$ cat src/rtl/fm_add_ddr_arbiter.sv
// fm_add_ddr_arbiter
//   Shares the single MIG-style app_* port of the DDR wrapper between NUM_CH
//   fm_add DDR movers. Start pulses are latched, ownership is handed out
//   round-robin, and ownership is only released once every read the owner
//   issued has returned, so read data can never be routed to the wrong mover.
//
// Ports
//   clk, rst                  ui_clk and asynchronous active-low reset
//   ch_req / ch_done          per-channel start / completion pulses
//   ch_app_*  (inputs)        flattened per-channel MIG request buses
//   ch_app_*  (outputs)       ready/valid strobes gated to the owner only,
//                             read data broadcast
//   app_*                     MIG port towards fm_add_ddr_wrapper_top
//   init_calib_complete       no new grant while low
//   grant_valid / grant_id    current owner
//   outstd_cnt                reads issued but not yet returned
//   err_underflow             sticky: read return seen with nothing in flight
module fm_add_ddr_arbiter #(
    parameter int NUM_CH         = 3,
    parameter int APP_ADDR_WIDTH = 32,
    parameter int APP_DATA_WIDTH = 64,
    parameter int APP_MASK_WIDTH = APP_DATA_WIDTH / 8,
    parameter int MAX_OUTSTD     = 16,
    parameter int CH_W           = $clog2(NUM_CH)
) (
    input  logic                               clk,
    input  logic                               rst,
    input  logic [NUM_CH-1:0]                  ch_req,
    input  logic [NUM_CH-1:0]                  ch_done,
    input  logic [NUM_CH*APP_ADDR_WIDTH-1:0]   ch_app_addr,
    input  logic [NUM_CH*3-1:0]                ch_app_cmd,
    input  logic [NUM_CH-1:0]                  ch_app_en,
    input  logic [NUM_CH*APP_DATA_WIDTH-1:0]   ch_app_wdf_data,
    input  logic [NUM_CH-1:0]                  ch_app_wdf_end,
    input  logic [NUM_CH*APP_MASK_WIDTH-1:0]   ch_app_wdf_mask,
    input  logic [NUM_CH-1:0]                  ch_app_wdf_wren,
    output logic [NUM_CH-1:0]                  ch_app_rdy,
    output logic [NUM_CH-1:0]                  ch_app_wdf_rdy,
    output logic [APP_DATA_WIDTH-1:0]          ch_app_rd_data,
    output logic [NUM_CH-1:0]                  ch_app_rd_data_valid,
    output logic [NUM_CH-1:0]                  ch_app_rd_data_end,
    output logic [APP_ADDR_WIDTH-1:0]          app_addr,
    output logic [2:0]                         app_cmd,
    output logic                               app_en,
    output logic [APP_DATA_WIDTH-1:0]          app_wdf_data,
    output logic                               app_wdf_end,
    output logic [APP_MASK_WIDTH-1:0]          app_wdf_mask,
    output logic                               app_wdf_wren,
    input  logic [APP_DATA_WIDTH-1:0]          app_rd_data,
    input  logic                               app_rd_data_end,
    input  logic                               app_rd_data_valid,
    input  logic                               app_rdy,
    input  logic                               app_wdf_rdy,
    input  logic                               init_calib_complete,
    output logic                               grant_valid,
    output logic [CH_W-1:0]                    grant_id,
    output logic [$clog2(MAX_OUTSTD):0]        outstd_cnt,
    output logic                               err_underflow
);

    localparam int         CNT_W    = $clog2(MAX_OUTSTD) + 1;
    localparam logic [2:0] CMD_READ = 3'b001;

    typedef enum logic [1:0] {IDLE, GRANT, DRAIN} state_t;

    state_t                state, state_next;
    logic [NUM_CH-1:0]     pending;
    logic [NUM_CH-1:0]     req_vec;
    logic [NUM_CH-1:0]     sel_oh;
    logic [NUM_CH-1:0]     owner_oh;
    logic [CH_W-1:0]       last_id;
    logic [CH_W-1:0]       sel;
    logic                  sel_found;
    logic                  grant_start;
    logic                  owner_done;
    logic [CNT_W-1:0]      cnt_next;
    logic                  underflow_evt;
    logic                  rd_issue;
    logic                  read_block;

    logic [APP_ADDR_WIDTH-1:0] own_addr;
    logic [2:0]                own_cmd;
    logic                      own_en;
    logic [APP_DATA_WIDTH-1:0] own_wdf_data;
    logic                      own_wdf_end;
    logic [APP_MASK_WIDTH-1:0] own_wdf_mask;
    logic                      own_wdf_wren;

    // A request pulse in the same cycle as an idle arbitration is considered
    // directly, giving one cycle from ch_req to grant_valid.
    assign req_vec = pending | ch_req;

    // Round-robin: first requester above last_id, otherwise wrap to the
    // lowest requester.
    always_comb begin
        sel       = '0;
        sel_found = 1'b0;
        for (int unsigned i = 0; i < NUM_CH; i++) begin
            if (!sel_found && req_vec[i] && (CH_W'(i) > last_id)) begin
                sel       = CH_W'(i);
                sel_found = 1'b1;
            end
        end
        for (int unsigned i = 0; i < NUM_CH; i++) begin
            if (!sel_found && req_vec[i]) begin
                sel       = CH_W'(i);
                sel_found = 1'b1;
            end
        end
        sel_oh = '0;
        for (int unsigned i = 0; i < NUM_CH; i++) begin
            sel_oh[i] = (sel == CH_W'(i));
        end
    end

    assign grant_start = (state == IDLE) && sel_found && init_calib_complete;

    // Owner's request bus.
    always_comb begin
        owner_oh     = '0;
        own_addr     = '0;
        own_cmd      = '0;
        own_en       = 1'b0;
        own_wdf_data = '0;
        own_wdf_end  = 1'b0;
        own_wdf_mask = '0;
        own_wdf_wren = 1'b0;
        for (int unsigned i = 0; i < NUM_CH; i++) begin
            if (grant_id == CH_W'(i)) begin
                owner_oh[i]  = 1'b1;
                own_addr     = ch_app_addr[i*APP_ADDR_WIDTH +: APP_ADDR_WIDTH];
                own_cmd      = ch_app_cmd[i*3 +: 3];
                own_en       = ch_app_en[i];
                own_wdf_data = ch_app_wdf_data[i*APP_DATA_WIDTH +: APP_DATA_WIDTH];
                own_wdf_end  = ch_app_wdf_end[i];
                own_wdf_mask = ch_app_wdf_mask[i*APP_MASK_WIDTH +: APP_MASK_WIDTH];
                own_wdf_wren = ch_app_wdf_wren[i];
            end
        end
    end

    // Only reads are throttled by the in-flight limit; writes never return data.
    assign read_block = (outstd_cnt == CNT_W'(MAX_OUTSTD)) && (own_cmd == CMD_READ);
    assign owner_done = |(ch_done & owner_oh);

    always_comb begin
        app_addr             = '0;
        app_cmd              = '0;
        app_en               = 1'b0;
        app_wdf_data         = '0;
        app_wdf_end          = 1'b0;
        app_wdf_mask         = '0;
        app_wdf_wren         = 1'b0;
        ch_app_rdy           = '0;
        ch_app_wdf_rdy       = '0;
        ch_app_rd_data_valid = '0;
        ch_app_rd_data_end   = '0;
        ch_app_rd_data       = '0;
        case (state)
            GRANT: begin
                app_addr             = own_addr;
                app_cmd              = own_cmd;
                app_en               = own_en & ~read_block;
                app_wdf_data         = own_wdf_data;
                app_wdf_end          = own_wdf_end;
                app_wdf_mask         = own_wdf_mask;
                app_wdf_wren         = own_wdf_wren;
                ch_app_rdy           = owner_oh & {NUM_CH{app_rdy & ~read_block}};
                ch_app_wdf_rdy       = owner_oh & {NUM_CH{app_wdf_rdy}};
                ch_app_rd_data_valid = owner_oh & {NUM_CH{app_rd_data_valid}};
                ch_app_rd_data_end   = owner_oh & {NUM_CH{app_rd_data_end}};
                ch_app_rd_data       = app_rd_data;
            end
            DRAIN: begin
                ch_app_rd_data_valid = owner_oh & {NUM_CH{app_rd_data_valid}};
                ch_app_rd_data_end   = owner_oh & {NUM_CH{app_rd_data_end}};
                ch_app_rd_data       = app_rd_data;
            end
            default: ;
        endcase
    end

    // Outstanding-read accounting.
    assign rd_issue = app_en & app_rdy & (app_cmd == CMD_READ);

    always_comb begin
        cnt_next      = outstd_cnt;
        underflow_evt = 1'b0;
        if (rd_issue && !app_rd_data_valid) begin
            cnt_next = outstd_cnt + 1'b1;
        end else if (!rd_issue && app_rd_data_valid) begin
            if (outstd_cnt == '0) begin
                underflow_evt = 1'b1;
            end else begin
                cnt_next = outstd_cnt - 1'b1;
            end
        end
    end

    always_comb begin
        state_next = state;
        case (state)
            IDLE:    if (grant_start) state_next = GRANT;
            GRANT:   if (owner_done) state_next = (cnt_next != '0) ? DRAIN : IDLE;
            DRAIN:   if (cnt_next == '0) state_next = IDLE;
            default: state_next = IDLE;
        endcase
    end

    always_ff @(posedge clk or negedge rst) begin
        if (!rst) begin
            state <= IDLE;
        end else begin
            state <= state_next;
        end
    end

    always_ff @(posedge clk or negedge rst) begin
        if (!rst) begin
            pending       <= '0;
            grant_id      <= '0;
            last_id       <= CH_W'(NUM_CH - 1);
            outstd_cnt    <= '0;
            err_underflow <= 1'b0;
        end else begin
            pending    <= req_vec & ~(grant_start ? sel_oh : '0);
            outstd_cnt <= cnt_next;
            if (grant_start) begin
                grant_id <= sel;
                last_id  <= sel;
            end
            if (underflow_evt) begin
                err_underflow <= 1'b1;
            end
        end
    end

    assign grant_valid = (state != IDLE);

endmodule

$ cat config.mk
export PLATFORM = sky130hd
export DESIGN_NAME = fm_add_ddr_arbiter
export DESIGN_NICKNAME = d
export VERILOG_FILES = /design/src/rtl/fm_add_ddr_arbiter.sv
export SDC_FILE = /design/constraint.sdc
export NUM_CORES = 1
export LEC_CHECK = 0
export CORE_AREA = 4 4 232 234
export CTS_CLUSTER_SIZE = 40
export DETAILED_ROUTE_END_ITERATION = 12
export DIE_AREA = 0 0 236 238
export DONT_BUFFER_PORTS = 1
export GPL_ROUTABILITY_DRIVEN = 0
export PLACE_DENSITY_LB_ADDON = 0.08
export REMOVE_ABC_BUFFERS = 1
export SYNTH_ARGS = -nofsm -noshare
export SYNTH_HDL_FRONTEND = slang
export SYNTH_SLANG_ARGS = --single-unit
$ cat constraint.sdc
create_clock -name clk -period 4 [get_ports clk]
set_input_delay 0 -clock clk [delete_from_list [all_inputs] [get_ports clk]]
set_output_delay 0 -clock clk [all_outputs]
set_load 0.05 [all_outputs]
After elaboration in Yosys (flattened, before gate mapping)
Cells that the tools add are included.
W data, S select, Z words.
{ "totals": {"regBits": 15, "latch_bits": 0, "ramBits": 0, "rom_bits": 0, "inputBits": 407, "wordCells": 125, "mem_count": 0} }
{ "classes": {"n_addsub": 2, "n_mul": 0, "div_mod_pow": 0, "magnitude_cmp": 3, "eq_ne": 12, "n_shift": 0, "muxes": 59, "n_bitwise": 13, "reduce_logical": 30} }
{ "op_table": {"columns": ["cell", "n"], "rows": [
  ["$mux W64", 5],
  ["$mux W32", 4],
  ["$mux W8", 4],
  ["$mux W3", 9],
  ["$mux W1", 25],
  ["$and A3 B3 Y3", 6],
  ["$mux W2", 8],
  ["$mux W5", 3],
  ["$logic_and A1 B1 Y1", 13],
  ["$logic_not A5 Y1", 2],
  ["$logic_not A1 Y1", 7],
  ["$eq A2 B1 Y1 const B", 3],
  ["$eq A2 B2 Y1 const B", 3],
  ["$eq A3 B1 Y1 const B", 2],
  ["$logic_not A2 Y1", 3],
  ["$ne A2 B2 Y1 const B", 3],
  ["$pmux W2 S3", 1],
  ["$add A5 B1 Y5 const B", 1],
  ["$eq A5 B5 Y1 const B", 1],
  ["$reduce_bool A5 Y1", 1],
  ["$sub A5 B1 Y5 const B", 1],
  ["$and A1 B1 Y1", 4],
  ["$gt A1 B2 Y1 const A", 2],
  ["$not A3 Y3", 1],
  ["7 further kinds", 7]
]} }

Logic depth before layout (Yosys ltp)
Gate-level depths: netlist of the first run.
{ "depth": {"ltp_word": 25, "depth_mapped": 12} }

Worst setup path before layout of the first run
OpenSTA, ideal clock, no wires.
{ "synth_timing": {"path_kind": "flip-flop to flip-flop", "start": "register outstd_cnt[1]", "end": "register state[0]", "setup_time_ns": 0.083, "arrival_time_ns": 2.836, "slack_ns": 1.081, "path_stages_with_launch": 10, "cell_sequence": "dfrtp_1 -> inv_1 -> ha_1 -> a31oi_1 -> nand2_2 -> or4_1 -> a311oi_2 -> o2111ai_1 -> o2bb2ai_2 -> mux2i_1"} }
{ "synth_via": {"elab_chain_cells": 14, "elab_cells_between_ends": 19, "classes_between": "add/sub: 2; eq/ne: 2; mux: 4; bitwise: 4; reduce/logical: 7"} }
{ "synth_rtl": {"columns": ["element", "line", "rtl"], "rows": [
  ["start: declaration", "57", "output logic [$clog2(MAX_OUTSTD):0] outstd_cnt,"],
  ["start signal: assignment", "227", "outstd_cnt <= cnt_next;"],
  ["$eq A5 B5 Y1", "143", "assign read_block = (outstd_cnt == CNT_W'(MAX_OUTSTD)) && (own_cmd == CMD_READ);"],
  ["$logic_and A1 B1 Y1", "143", null],
  ["$not A1 Y1", "163", "app_en = own_en & ~read_block;"],
  ["$and A1 B1 Y1", "163", null],
  ["$mux W1", "159", "case (state)"],
  ["$and A1 B1 Y1 (2 in a row)", "184", "assign rd_issue = app_en & app_rdy & (app_cmd == CMD_READ);"],
  ["$logic_not A1 Y1", "191", "end else if (!rd_issue && app_rd_data_valid) begin"],
  ["$logic_and A1 B1 Y1", "191", null],
  ["$mux W5", "191", null],
  ["$mux W5 (*)", "189", "if (rd_issue && !app_rd_data_valid) begin"],
  ["$logic_not A5 Y1 (*)", "205", "DRAIN: if (cnt_next == '0) state_next = IDLE;"],
  ["$ne A2 B2 Y1 (no source line) (*)", null, null],
  ["$reduce_and A3 Y1 (no source line) (*)", null, null],
  ["end signal: assignment", "214", "state <= state_next;"],
  ["end: declaration", "66", "state_t state, state_next;"]
]} }
Every way passes the cells marked *; elsewhere a longest branch is shown, timed or not.
A chain may end at the register's enable or synchronous reset.

Worst setup path after layout of the first run
Ends and elaborated chain as after synthesis.

==> results of run 1 <==
## cell usage in the layout (no fill, tap or decap), types with 2 or more instances in the layout
cell type and n:
o311ai_1 2, and2_1 67, nand2_1 17, o221ai_1 2
xnor2_1 2, clkbuf_16 3, o2111ai_1 2, dlygate4sd3_1 4
a21oi_1 116, diode_2 7, dfrtp_4 2, nand4_1 2
nand3b_1 2, o21ai_0 4, nand2b_1 4, o2bb2ai_2 2
and3_1 2, a2bb2oi_2 2, inv_1 11, nor2_1 236
nor4_1 2, dfrtp_1 11, buf_4 121, a211oi_1 2
ha_1 6, nor3_1 7, mux2i_1 112, nand3_1 4
## sequential cells by signal, summed over array words and instances (netlist names)
| signal | count |
|---|---|
| state | 2 |
| last_id | 1 |
| outstd_cnt | 5 |
| pending | 3 |
| err_underflow | 1 |
| grant_id | 2 |
## routing by layer
layer  vias to the layer above  wire length (um)  global-route usage
li1                       2514                 -                   -
met3                        34              2580              0.0252
met1                      2432              9570              0.0886
met2                       370             16900               0.200
met5                         -                46                   0
met4                         6               687              0.0233
## worst max-delay path, cell delays in order, from the launching register on
cell       delay (ns)
dfrtp_1          0.32
buf_4            0.23
inv_1            0.15
ha_1             0.26
a31oi_1          0.25
nand2_2          0.14
or4_1            0.53
a311oi_2         0.35
o2111ai_1        0.23
o2bb2ai_2        0.22
mux2i_1          0.20
## per-stage QoR
step	instance area (sq um)	worst slack, ns	TNS, ns
floorplan	4000	-4.84	-431.98
global placement	5780	1.04	0
detailed placement	5780	1.02	0
CTS	5910	0.998	0
global route	5930	0.788	0
finish	5930	1.03	0
## repair_timing
item	in CTS	in global routing
hold buffers	4	0
resized for setup	0	0
endpoints found under the hold margin	19	0
## where the power goes
part,internal [W],leakage [nW],switching (W)
clock network,0.000152,0.0442,0.0000624
logic,0.00164,2.38,0.00508
registers,0.000218,0.155,0.000146
total,0.00201,2.58,0.00529
## cells by family after synthesis
family | count (synthesis)
multiplexers | 112
AND/OR/NAND/NOR | 349
buffers and inverters | 76
flip-flops | 14
adder cells (fa/ha/maj) | 6
AO/OA/AOI/OAI | 145
XOR/XNOR | 2
## cell usage after synthesis, drive strengths merged, types with 3 or more instances
master,number,area share
nor2,236,0.21
a21oi,116,0.14
o21ai,5,0.0059
ha,6,0.018
nor3,7,0.0082
buf,18,0.020
mux2i,112,0.26
dfrtp,13,0.076
nand2,18,0.016
nand2b,4,0.0059
clkbuf,46,0.041
and2,67,0.099
nand3,5,0.0071
o2bb2ai,3,0.0091
inv,12,0.011
## final cells by class
class / count / area share
clock buffers: 4 / 0.0150
diodes: 7 / 0.00296
repair buffers: 125 / 0.160
multi-input cells: 614 / 0.608
flip-flops and latches: 14 / 0.0606
inverters: 12 / 0.00802
well taps: 688 / 0.145
## worst max path at each step
stage                                 endpoint  cells after the start                     from
after global routing      state[0]$_DFFE_PN0P_                      8  grant_id[0]$_DFFE_PN0P_
final                     state[0]$_DFFE_PN0P_                     10  outstd_cnt[1]$_DFF_PN0_
after floorplan           state[0]$_DFFE_PN0P_                      8  grant_id[0]$_DFFE_PN0P_
after detailed placement  state[0]$_DFFE_PN0P_                      8  grant_id[0]$_DFFE_PN0P_
after CTS                 state[0]$_DFFE_PN0P_                      8  grant_id[0]$_DFFE_PN0P_
after global placement    state[0]$_DFFE_PN0P_                     10  outstd_cnt[1]$_DFF_PN0_
==> flow_summary.yaml, run 1 <==
worst_setup_path:
  r2r_cells: 10
  cp.required_ns: 4.16
  r2r_setup_slack_ns: 1.03
  start_kind: "register"
  cp_max_fo: 7
  endpoint_kind: "register"
  crit_type: "register to register"
  worstPathArrival_ns: 3.13
  reg2reg_to: "state[0]$_DFFE_PN0P_"
  reg2reg_from: "outstd_cnt[1]$_DFF_PN0_"
sta:
  period_share: 0.742
  min_period_ns: 2.97
  finalMaxSlewViolations: 0
  worst_pin_slew_ns: 1.05
  holdWs_ns: 0.0231
  rsz0062_at_grt: "false"
  max_freq_mhz: 337
  timing.slew.headroom: 0.299
  setup_viol: 0
  hold_viol_final: 0
  clock_skew_ns: 0.00215
global_routing:
  overflow: 0
  antenna_found_initial: 12
  grt_pass1_wl_um: 39800
  grt_max_degree: 67
  grt_usage: 0.0947
  grt_pass1_vias: 5562
flow_run:
  max-cap-violations: 0
route:
  wl_per_cell_um: 20.3
  via_per_inst: 3.66
  wl_um: 29800
  ant_nets: 0
  drc: 0
  drt_pre_antenna_iters: 4
  drt_iter0_markers: 138
  dr_total_vias: 5356
power:
  powerDensity_nw_per_um2: 1230
  finalPower_w: 0.00730
  p_leak_nw: 2.58
  max-vdd-ir-drop_mv: 0.341
yosys:
  synth_warnings: 0
  synthFlopType: "dfrtp_1"
  ys_ff_latch: 14
  synth_area_sq_um: 4250
  syn-instance-count: 704
  synth_edf_count: 0
  synth_simple_gate_area_frac: 0.364
  yosys-mux-area-fraction: 0.264
  synth_compound_area_frac: 0.197
  yosysUniqueCellTypes: 48
  synth_xor_area_frac: 0.00412
  synth_top_family_by_area: "simple AND/OR/NAND/NOR gates"
  ys_async_sr_fraction: 1.00
  synth_fa_ha_area_frac: 0.0176
  ys_seq_area_frac: 0.0826
  syn_avg_cell_area_sq_um: 6.04
cells_and_area:
  instances_no_fill: 1464
  drive_gt1_frac: 0.179
  area_growth_pct: 39.3
  final_nets: 1183
  regArea_sq_um: 359
  post-route-util: 0.114
  multi_input_area_sq_um: 3600
  fillCellCount: 6144
outcome:
  status: "completed"
cts:
  cts_buffer_depth: 2
  cts_buffers: 3
  cts_root_buf: "clkbuf_16"
  clkLatencyLatePin_ns: 0.24
  postCtsSetupBuffers: 0
  h-tree-depth: 1
  clkSinkCount: 14
  cts_tree: "built"
  path_clk_slew_ns: 0.05
floorplanning:
  die_w_um: 236
  initial_core_util: 0.0818
  die-area_sq_um: 56200
  design.core.area_sq_um: 52000
  ioPinCount: 602
  std_cell_rows: 84
  die_y_um: 238
hold_path:
  min_path_cells: 2
  holdCritStartpoint: "ch_req[1]"
  hold_class: "input pin to register"
  hold_path_end: "pending[1]$_DFF_PN0_"
placement:
  port_buffers: 0
  dpl.cell_count: 1449
  dp_hpwl_um: 24800
Power figures use the tool's default switching activity.
==> run 2, diff against run 1 <==
Clock period 4 ns to 2.8 ns, I/O delays scaled along.
==> flow_summary.yaml, run 2 (synthesis gave the netlist of run 1 again) <==
cells_and_area:
  final_cell_mix: "nor2_1 (236), buf_4 (148), a21oi_1 (116)"
  final_nets: 1217
  regMostFlops: "outstd_cnt"
  largest_reg_flops: 5
  fin_area_sq_um: 6240
  top_regs: "outstd_cnt: 5 flops, pending: 3 flops"
  fillCellCount: 6097
  drive_gt1_frac: 0.214
  mostFrequentLayoutCell: "nor2_1"
  area_growth_pct: 46.8
hold_path:
  hold_class: "input pin to register"
  min_path_cells: 2
power:
  powerDensity_nw_per_um2: 1720
  max-vdd-ir-drop_mv: 0.598
  p_leak_nw: 2.77
  finalPower_w: 0.0108
global_routing:
  overflow: 0
  grt_pass1_wl_um: 40000
  grt_usage: 0.0945
  antenna_found_initial: 10
  grt_pass1_vias: 5582
  grt_max_degree: 69
cts:
  path_clk_slew_ns: 0.05
  cts_buffers: 3
  cts_buffer_depth: 2
  cts_tree: "built"
  clkLatencyLatePin_ns: 0.25
  cts_root_buf: "clkbuf_16"
  h-tree-depth: 1
  clkSinkCount: 14
route:
  via_per_inst: 3.65
  ant_nets: 0
  drt_iter0_markers: 178
  drc: 0
  dr_total_vias: 5464
  drt_pre_antenna_iters: 4
  wl_per_cell_um: 19.9
  wl_um: 29800
sta:
  period_share: 0.963
  holdWs_ns: -0.000707
  min_period_ns: 2.70
  setup_viol: 0
  max_freq_mhz: 371
  timing.slew.headroom: 0.422
  worst_pin_slew_ns: 0.867
  setup_slack_ns: 0.104
  clock_skew_ns: 0.00212
  hold_viol_final: 1
  rsz0062_at_grt: "true"
  finalMaxSlewViolations: 0
flow_run:
  max-cap-violations: 0
outcome:
  status: "finished, violations left"
  violations: "hold timing"
worst_setup_path:
  reg2reg_to: "state[0]$_DFFE_PN0P_"
  reg2reg_from: "grant_id[1]$_DFFE_PN0P_"
  crit_type: "register to register"
  start_kind: "register"
  r2r_setup_slack_ns: 0.10
  slowest_stage: "or4_1"
  crit_start: "grant_id[1]$_DFFE_PN0P_"
  crit_chain: "nor2b_4, buf_4, a2bb2oi_2, nand3_2, or4_1, a311oi_2, o2111ai_2, o2bb2ai_2, mux2i_1"
  endpoint: "state[0]$_DFFE_PN0P_"
  endpoint_kind: "register"
  slowest_delay_ns: 0.54
  cp_max_fo: 7
  worstPathArrival_ns: 2.86
  r2r_cells: 9
  cp.required_ns: 2.97
floorplanning:
  ioPinCount: 602
  initial_core_util: 0.0818
  die_w_um: 236
  die_y_um: 238
  die-area_sq_um: 56200
  std_cell_rows: 84
  design.core.area_sq_um: 52000
placement:
  place_area_sq_um: 6050
  dp_hpwl_um: 25300
  port_buffers: 0
  preCtsSetupSlack_ns: 0.0373
==> run 2: cell count changes in the layout (fill, tap and decap cells not counted) <==
cell,change
buf_4,+27
buf_12,+4
buf_6,+2
diode_2,-2
dlygate4sd3_1,+1
o2111ai_1,-1
o2111ai_2,+1
==> run 2: power breakdown <==
part | total (W) | internal (W) | switching (W)
combinational | 0.0100 | 0.00261 | 0.00741
sequential | 0.000426 | 0.000312 | 0.000114
clock | 0.000314 | 0.000217 | 0.0000966
==> run 2: worst max-delay path, delay by kind of cell (launching register included) <==
kind,cells,cell delay (ns)
AO/OA/AOI/OAI,4,0.97
AND/OR/NAND/NOR,3,0.82
flip-flops,1,0.50
multiplexers,1,0.20
buffers and inverters,1,0.14
==> run 2: per-layer routing <==
| metal | global-route usage | up-vias | share of wire |
|---|---|---|---|
| met1 | 0.0932 | 2487 | 0.33 |
| li1 | - | 2572 | - |
| met4 | 0.0221 | 2 | 0.021 |
| met2 | 0.199 | 377 | 0.57 |
| met5 | 0 | - | 0.00044 |
| met3 | 0.0194 | 26 | 0.082 |
==> run 2: worst min-delay path by stage <==
stage / endpoint / start
after global placement: err_underflow$_DFFE_PN0P_ / rst
after CTS: outstd_cnt[1]$_DFF_PN0_ / app_rd_data_valid
after global routing: outstd_cnt[1]$_DFF_PN0_ / app_rd_data_valid
after floorplan: err_underflow$_DFFE_PN0P_ / rst
after detailed placement: err_underflow$_DFFE_PN0P_ / rst
final: outstd_cnt[1]$_DFF_PN0_ / app_rd_data_valid
==> run 2: cell type report <==
type,count,area (sq um),area share
inverter,12,47.5,0.00762
tap,688,861,0.138
multi-input combinational,614,3610,0.578
antenna,5,12.5,0.00200
clock buffer,4,88.8,0.0142
timing repair buffer,159,1260,0.202
sequential,14,359,0.0575
==> run 2: metrics by stage <==
step	hold slack, ns	setup TNS (ns)	utilization	std cells
2_1_floorplan	-0.296	-596.33	-	640
3_3_place_gp	-0.295	0	0.116	1478
3_5_place_dp	-0.295	0	0.116	1478
4_1_cts	0.00179	0	0.119	1487
5_1_grt	0.0213	-0.0526	0.120	1496
6_report	-0.000707	0	0.120	1496
==> run 2: timing repair <==
item / in CTS / in global routing
setup buffers: 0 / 4
hold buffers: 5 / 0
hold endpoints to repair: 19 / 0
resized for setup: 0 / 3
endpoints found under the setup margin: 0 / 21
==> run 3, diff against run 2 <==
Settings changed: RECOVER_POWER set to 50.
==> flow_summary.yaml, run 3 (synthesis gave the netlist of run 1 again) <==
cts:
  cts_tree: "built"
  clkSinkCount: 14
  cts_buffers: 3
  clkLatencyLatePin_ns: 0.25
  cts_root_buf: "clkbuf_16"
  path_clk_slew_ns: 0.05
  h-tree-depth: 1
  cts_buffer_depth: 2
worst_setup_path:
  endpoint_kind: "register"
  start_kind: "register"
  worstPathArrival_ns: 2.85
  r2r_setup_slack_ns: 0.12
  cp.required_ns: 2.97
  cp_max_fo: 7
  crit_type: "register to register"
sta:
  clock_skew_ns: 0.00186
  timing.slew.headroom: 0.422
  holdWs_ns: -0.000378
  worst_pin_slew_ns: 0.867
  hold_viol_final: 1
  rsz0062_at_grt: "true"
  period_share: 0.958
  max_freq_mhz: 373
  setup_slack_ns: 0.119
  setup_viol: 0
  finalSetupTns_ns: 0
  finalMaxSlewViolations: 0
  min_period_ns: 2.68
global_routing:
  grt_usage: 0.0945
  overflow: 0
  grt_pass1_vias: 5582
  grt_pass1_wl_um: 40000
  antenna_found_initial: 10
  grt_max_degree: 69
hold_path:
  hold_class: "input pin to register"
route:
  wl_per_cell_um: 19.9
  drt_pre_antenna_iters: 4
  drt_iter0_markers: 178
  ant_nets: 0
  dr_total_vias: 5467
  wl_um: 29800
  drc: 0
  via_per_inst: 3.65
cells_and_area:
  area_growth_pct: 45.2
  final_cell_mix: "nor2_1 (236), buf_4 (131), a21oi_1 (116)"
  mostFrequentLayoutCell: "nor2_1"
  drive_gt1_frac: 0.200
  largest_reg_flops: 5
  top_regs: "outstd_cnt: 5 flops, pending: 3 flops"
  fin_area_sq_um: 6180
  final_nets: 1217
  regMostFlops: "outstd_cnt"
floorplanning:
  die_w_um: 236
  die_y_um: 238
  ioPinCount: 602
  std_cell_rows: 84
  initial_core_util: 0.0818
  die-area_sq_um: 56200
  design.core.area_sq_um: 52000
placement:
  port_buffers: 0
  preCtsSetupSlack_ns: 0.0373
  place_area_sq_um: 6050
  dp_hpwl_um: 25300
power:
  p_sw_w: 0.00761
  powerDensity_nw_per_um2: 1730
  pwr-share-seq: 0.040
  finalPower_w: 0.0107
  p_comb_frac: 0.931
  max-vdd-ir-drop_mv: 0.598
  p_leak_nw: 2.72
  p_int_w: 0.00306
  switching_share: 0.713
  clkPwrFrac: 0.029
outcome:
  violations: "hold timing"
  status: "finished, violations left"
flow_run:
  max-cap-violations: 0
-- run 3: worst paths after layout --
path / start / to / depth (start not counted)
max: grant_id[1]$_DFFE_PN0P_ / state[0]$_DFFE_PN0P_ / 9
min: app_rd_data_valid / outstd_cnt[1]$_DFF_PN0_ / 2
max reg2reg: grant_id[1]$_DFFE_PN0P_ / state[0]$_DFFE_PN0P_ / 9
min in group asynchronous: rst / err_underflow$_DFFE_PN0P_ / 1
max in group asynchronous: rst / grant_id[0]$_DFFE_PN0P_ / 1
min reg2reg: last_id[1]$_DFFE_PN1P_ / last_id[1]$_DFFE_PN1P_ / 2
-- run 3: what timing repair did --
item | in CTS | in global routing
hold buffers | 5 | 0
hold endpoints to repair | 19 | 0
endpoints found under the setup margin | 0 | 21
gates resized for setup | 0 | 3
buffers inserted | 0 | 4
-- run 3: area by class of cell --
class / count / area, sq um
fill: 6110 / 45800
multi-input combinational: 614 / 3610
timing repair buffer: 159 / 1200
tap: 688 / 861
sequential: 14 / 359
clock buffer: 4 / 88.8
inverter: 12 / 45.0
antenna: 6 / 15.0
-- run 3: worst max-delay path, stage by stage (launching register included) --
cell and delay (ns):
dfrtp_4 0.50, nor2b_4 0.17, buf_4 0.14, a2bb2oi_2 0.20
nand3_2 0.11, or4_1 0.54, a311oi_2 0.37, o2111ai_2 0.18
o2bb2ai_2 0.19, mux2i_1 0.20
-- run 3: power by group through the flow --
stage / Clock, W / Combinational (W) / Sequential [W]
final: 0.000313 / 0.00993 / 0.000427
after global routing: 0.000333 / 0.0106 / 0.000442
after CTS: 0.000329 / 0.0102 / 0.000431
after detailed placement: 0 / 0.0101 / 0.000434
after global placement: 0 / 0.0103 / 0.000435
after floorplan: 0 / 0.00667 / 0.000937
-- run 3: metal layers --
metal	share of wire	global-route usage	wire length, um
met2	0.56	0.199	16800
met3	0.081	0.0194	2410
met5	0.00044	0	13
met1	0.33	0.0932	9890
met4	0.023	0.0221	680
-- run 3: metrics by stage --
stage / utilization / instances / hold slack (ns)
floorplan: - / 640 / -0.296
global placement: 0.116 / 1478 / -0.295
detailed placement: 0.116 / 1478 / -0.295
CTS: 0.119 / 1487 / 0.00179
global route: 0.119 / 1496 / 0.0213
finish: 0.119 / 1497 / -0.000378
